**config.mk**
```make
export PLATFORM = sky130hd
export DESIGN_NAME = seq_mul
export DESIGN_NICKNAME = d
export VERILOG_FILES = /design/src/rtl/seq_mul.sv
export SDC_FILE = /design/constraint.sdc
export NUM_CORES = 1
export LEC_CHECK = 0
export CAP_MARGIN = 20
export CORE_ASPECT_RATIO = 0.75
export CORE_UTILIZATION = 45
export DETAILED_ROUTE_END_ITERATION = 10
export GPL_ROUTABILITY_DRIVEN = 0
export PLACE_DENSITY_LB_ADDON = 0.15
export REMOVE_ABC_BUFFERS = 1
export SETUP_SLACK_MARGIN = 0.3
export SKIP_CTS_REPAIR_TIMING = 1
export SYNTH_ARGS = -nofsm -noshare
export SYNTH_HDL_FRONTEND = slang
export SYNTH_SLANG_ARGS = --single-unit
```
**constraint.sdc**
```tcl
create_clock -name clk -period 2.5 [get_ports clk]
set_clock_uncertainty 0.15 [all_clocks]
set_input_delay 0.5 -clock clk [delete_from_list [all_inputs] [get_ports clk]]
set_output_delay 0.5 -clock clk [all_outputs]
set_load 0.1 [all_outputs]
```
**src/rtl/seq_mul.sv**
```systemverilog
// seq_mul: sequential unsigned shift-add multiplier, one partial product per clock.
// Ports: clk, rst_n (sync, active-low), start/a/b in; op product, done strobe, busy out.
module seq_mul #(
  parameter int WIDTH = 4
) (
  input  logic               clk,
  input  logic               rst_n,
  input  logic               start,
  input  logic [WIDTH-1:0]   a,
  input  logic [WIDTH-1:0]   b,
  output logic [2*WIDTH-1:0] op,
  output logic               done,
  output logic               busy
);

  localparam int PW = 2 * WIDTH;
  localparam int CW = (WIDTH > 1) ? $clog2(WIDTH) : 1;

  typedef enum logic [1:0] {
    IDLE = 2'd0,
    CALC = 2'd1,
    DONE = 2'd2
  } state_t;

  state_t          state;
  state_t          nxt;
  logic [PW-1:0]   mcand;
  logic [WIDTH-1:0] mplier;
  logic [PW-1:0]   acc;
  logic [CW-1:0]   cnt;
  logic [PW-1:0]   sum;
  logic            last;
  logic            accept;

  // DONE accepts a new start just like IDLE so results can stream back-to-back
  assign accept = start && ((state == IDLE) || (state == DONE));
  assign last   = (cnt == CW'(WIDTH - 1));

  always_comb begin
    sum = acc + (mplier[0] ? mcand : '0);
  end

  always_ff @(posedge clk) begin
    if (!rst_n) begin
      state <= IDLE;
    end else begin
      state <= nxt;
    end
  end

  always_comb begin
    nxt = state;
    unique case (state)
      IDLE: if (start) nxt = CALC;
      CALC: if (last) nxt = DONE;
      DONE: nxt = start ? CALC : IDLE;
      default: nxt = IDLE;
    endcase
  end

  // busy and done decode the state register only, so they stay registered
  always_comb begin
    busy = (state == CALC);
    done = (state == DONE);
  end

  always_ff @(posedge clk) begin
    if (!rst_n) begin
      mcand  <= '0;
      mplier <= '0;
      acc    <= '0;
      cnt    <= '0;
      op     <= '0;
    end else if (accept) begin
      mcand  <= {{WIDTH{1'b0}}, a};
      mplier <= b;
      acc    <= '0;
      cnt    <= '0;
    end else if (state == CALC) begin
      acc    <= sum;
      mcand  <= mcand << 1;
      mplier <= mplier >> 1;
      cnt    <= cnt + CW'(1);
      if (last) op <= sum;
    end
  end

endmodule

```
Yosys cells after proc, flatten, opt, wreduce, memory -nomap -nowiden:

Cells that the tools add are included.

* memory bits (read-only): 0
* latch bits: 0
* register bits: 32
* word-level logic and storage cells: 32
* input bits: 11
* bits in writable memories: 0
* memories: 0
* output and inout bits: 10

* reductions and logical operators: 7
* $mul: 0
* divide/modulo/power cells: 0
* multiplexer cells: 9
* $add $sub $neg: 2
* eq/ne operators: 5
* order comparisons: 0
* bitwise gates (word level): 2
* shift operators: 0

Operators by type and width (count)
* two-way mux 4 bit: 4
* adder 8 bit: 1
* two-way mux 8 bit: 1
* case mux 2 bit (3 select lines): 1
* == test 2 bit (second input constant): 2
* two-way mux 2 bit: 2
* AND reduction 3 bit: 1
* adder 2 x 1 -> 2 bit (second input constant): 1
* == test 2 x 1 -> 1 bit (second input constant): 1
* zero test 2 bit: 1
* != test 2 x 1 -> 1 bit (second input constant): 1
* != test 2 bit (second input constant): 1
* NOT 1 bit: 2
* AND reduction 2 bit: 1
* nonzero test 2 bit: 1
* OR reduction 2 bit: 1
* logical AND 1 bit: 1
* logical OR 1 bit: 1
* two-way mux 1 bit: 1

Logic depth before layout (Yosys ltp):

* word-level depth: 5
* gate-level depth with buffers: 8
* mapped depth without buffers: 8

Worst setup path after synthesis:

OpenSTA, ideal clock, no wires.

* path type: register to output
* from: register state[1]
* to: output port done
* cell stages (with the launch flop): 2
* data arrival time: 1.651 ns
* path slack: 0.199 ns
* cell sequence: dfxtp_1 nor2b_1

* word-level cells in the longest chain between the ends: 1

Ends and longest elaborated chain
* from (decl): RTL line 25 `state_t state;`
* from (signal assigned): RTL line 47 `state <= nxt;`
* == test 2 bit: RTL line 64 `done = (state == DONE);`
* to (decl): RTL line 12 `output logic done,`

No other way between the ends.

Final worst setup path:

* from: register mcand[0]
* to: register acc[6]

* word-level cells in the longest chain between the ends: 2

Ends and longest elaborated chain
* from (decl): RTL line 27 `logic [PW-1:0] mcand;`
* from (signal assigned): RTL line 75 `mcand <= {{WIDTH{1'b0}}, a};`
* from (signal assigned): RTL line 81 `mcand <= mcand << 1;`
* two-way mux 8 bit: RTL line 40 `sum = acc + (mplier[0] ? mcand : '0);`
* adder 8 bit: RTL line 40
* to (signal assigned): RTL line 80 `acc <= sum;`
* to (decl): RTL line 29 `logic [PW-1:0] acc;`

No other way between the ends.
A chain may end at the register's enable or synchronous reset.

==> results.py <==
metrics = {
    "outcome": {
        "status": "completed",
    },
    "timing": {
        "worst_pin_slew_ns": 0.4471,
        "fin_setup_tns_ns": 0,
        "setup_violations": 0,
        "maxSlewHeadroom": 0.6998,
        "fmax_mhz": 475.7,
        "rsz0062_at_grt": "true",
        "hold_violations": 0,
        "min_period_ns": 2.102,
        "finalMaxSlewViolations": 0,
        "fin_crit_sh": 0.8409,
        "fin_ws_ns": 0.3979,
    },
    "cells_and_area": {
        "fin_cells": 267,
        "nets": 237,
        "ff_latch_area_um2": 640.6,
        "final_cell_mix": "37 x nand2_1, 32 x dfxtp_1, 13 x buf_4, 12 x nor2_1, 11 x nand3_1",
        "final_area_um2": 1991,
        "nFillCells": 304,
        "areaGrowthSynthToFinish_pct": 18.29,
        "layout_commonest_cell": "nand2_1",
        "multi_input_area_um2": 969.7,
        "drive_gt1_frac": 0.1659,
        "insertedDiodeCount": 0,
    },
    "drt": {
        "route.antenna.remaining_nets": 0,
        "drt_iter0_drc": 59,
        "viasPerCell": 5.419,
        "wl_um": 3781,
        "m1WireLength_um": 1789,
        "num_vias": 1447,
        "dr_wl_met3_um": 112,
        "dr_wl_met2_um": 1803,
        "maxUsedRoutingLayer": "met4",
        "drcViolationCount": 0,
        "wl_per_cell_um": 14.16,
        "first_pass_iters": 4,
    },
    "setup_path": {
        "setup.worst_path.start_class": "flop",
        "end_kind": "flop",
        "arrival_ns": 2.10,
        "crit_fanout": 3,
        "required_ns": 2.50,
        "timing_worst_setup_path_type": "reg2reg",
    },
    "floorplan": {
        "io_pins": 21,
        "rows": 18,
        "die_w_um": 72.62,
        "fp.dieArea_um2": 3991,
        "start_util": 0.4916,
        "core_area_um2": 3423,
        "die_y_um": 54.96,
    },
    "pwr": {
        "pwr-share-comb": 0.129,
        "leakage_uw": 0.0008498,
        "p_sw_frac": 0.2560,
        "p_clk_frac": 0.352,
        "p_per_area_nw_per_um2": 520.3,
        "seq_power_share": 0.519,
        "ir_worst_vdd_uv": 440.0,
        "p_switching_uw": 265.2,
        "power.internal_uw": 770.6,
    },
    "cts": {
        "path_clk_slew_ns": 0.06,
        "cts_root_buffer": "clkbuf_8",
        "cts_sinks": 32,
        "insertion_delay_ns": 0.27,
        "tritoncts": "done",
        "numCtsBuffers": 5,
        "clockBufferDepth": 2,
        "h-tree-depth": 2,
    },
    "yosys": {
        "synthMuxAreaShare": 0.01190,
        "ys_seq_area_frac": 0.3807,
        "ys_types": 44,
        "synth_area_um2": 1683,
        "synth.ff_latch_count": 32,
        "yosys_warnings": 0,
        "synth-compound-area-share": 0.2216,
        "synth_cells": 196,
        "synth_top_family_by_area": "simple AND/OR/NAND/NOR gates",
        "synthXorXnorAreaFrac": 0.01561,
        "synthAdderAreaFrac": 0.07138,
        "synthSimpleGateAreaFrac": 0.2513,
        "syn_area_per_cell_um2": 8.586,
    },
    "global_route": {
        "grt-ovfl-total": 0,
        "grt_max_degree": 24,
        "antenna_found_initial": 0,
        "grt_pass1_wl_um": 6134,
        "gr-usage-all-layers": 0.2074,
        "grt_pass1_vias": 1351,
    },
    "job": {
        "max_cap_violations": 0,
    },
    "placed_design": {
        "post-place-ws_ns": 0.3650,
        "io_buffers": 20,
        "placedCellCount": 260,
        "placed_area_um2": 1906,
        "dp_hpwl_um": 2822,
    },
    "hold_path": {
        "hold_class": "reg2reg",
    },
}
registers in the layout, summed over array words and instances, names as in the netlist:
register,count
acc,8
mcand,8
op,8
mplier,4
cnt,2
state,2
stage by stage:
stage                     utilization  hold slack (ns)  total power (uW)
after floorplan                     -           0.2864             624.5
after global placement         0.5567           0.2935             677.8
after detailed placement       0.5567           0.2980             681.1
after CTS                      0.5793           0.3072              1047
after global routing           0.5815           0.3230              1088
final                          0.5815           0.3042              1036
routing by layer:
metal  vias up  global-route usage
met1       683              0.2520
met3        11             0.05254
met5         -                   0
li1        724                   -
met2        29              0.3598
met4         0             0.08497
cell usage after synthesis (all sizes together):
cell / instances / share of area
a211o: 1 / 0.0059
a211oi: 5 / 0.033
a21boi: 4 / 0.018
a21o: 1 / 0.0045
a21oi: 11 / 0.039
a221o: 1 / 0.0059
and2: 9 / 0.033
and4: 2 / 0.010
buf: 7 / 0.028
clkbuf: 3 / 0.0067
dfxtp: 32 / 0.38
fa: 1 / 0.012
ha: 8 / 0.059
inv: 6 / 0.013
mux2i: 2 / 0.012
nand2: 37 / 0.083
nand2b: 2 / 0.0074
nand3: 11 / 0.033
nand4: 2 / 0.0074
nor2: 13 / 0.030
nor2b: 4 / 0.015
nor3: 3 / 0.015
nor3b: 1 / 0.0045
o211a: 4 / 0.024
o211ai: 5 / 0.028
o21a: 2 / 0.0089
o21ai: 7 / 0.021
o221ai: 3 / 0.016
o311a: 1 / 0.0059
o31ai: 2 / 0.012
or2: 3 / 0.013
xnor2: 3 / 0.016
final timing paths:
| kind | slack [ns] | cells past startpoint | startpoint | endpoint |
|---|---|---|---|---|
| worst max-delay path | 0.40 | 8 | mcand[0]$_SDFFE_PN0P_ | acc[6]$_SDFFE_PP0P_ |
| worst min-delay path | 0.30 | 2 | op[3]$_SDFFE_PN0P_ | op[3]$_SDFFE_PN0P_ |
| worst min register to register | 0.30 | 2 | op[3]$_SDFFE_PN0P_ | op[3]$_SDFFE_PN0P_ |
| worst max register to register | 0.40 | 8 | mcand[0]$_SDFFE_PN0P_ | acc[6]$_SDFFE_PP0P_ |
logic make-up after synthesis:
logic type | after synthesis
xor+xnor | 3
flops | 32
buf+inv | 16
fa+ha+maj | 9
compound gates | 47
mux | 2
simple gates | 87
cell type report:
class                           instances  area share
Timing Repair Buffer                   24      0.1094
Tap cell                               50     0.03143
Multi-Input combinational cell        148      0.4871
Inverter                                6     0.01131
Clock buffer                            6     0.03646
Sequential cell                        32      0.3218
Clock inverter                          1    0.002514
power groups by stage:
stage | Sequential (uW) | Combinational (uW) | Clock (uW)
floorplan | 548 | 77.0 | 0
global placement | 548 | 130 | 0
detailed placement | 548 | 133 | 0
CTS | 537 | 134 | 376
global route | 539 | 146 | 403
finish | 537 | 134 | 364
critical path, cell delays in order, from the launching register on:
cell and delay, ns:
dfxtp_1 0.35, and2_1 0.13, ha_1 0.22, inv_1 0.08
fa_1 0.42, nor2b_2 0.20, o31ai_2 0.11, a211oi_2 0.23
o31ai_1 0.09
(Power assumes the default switching activity.)
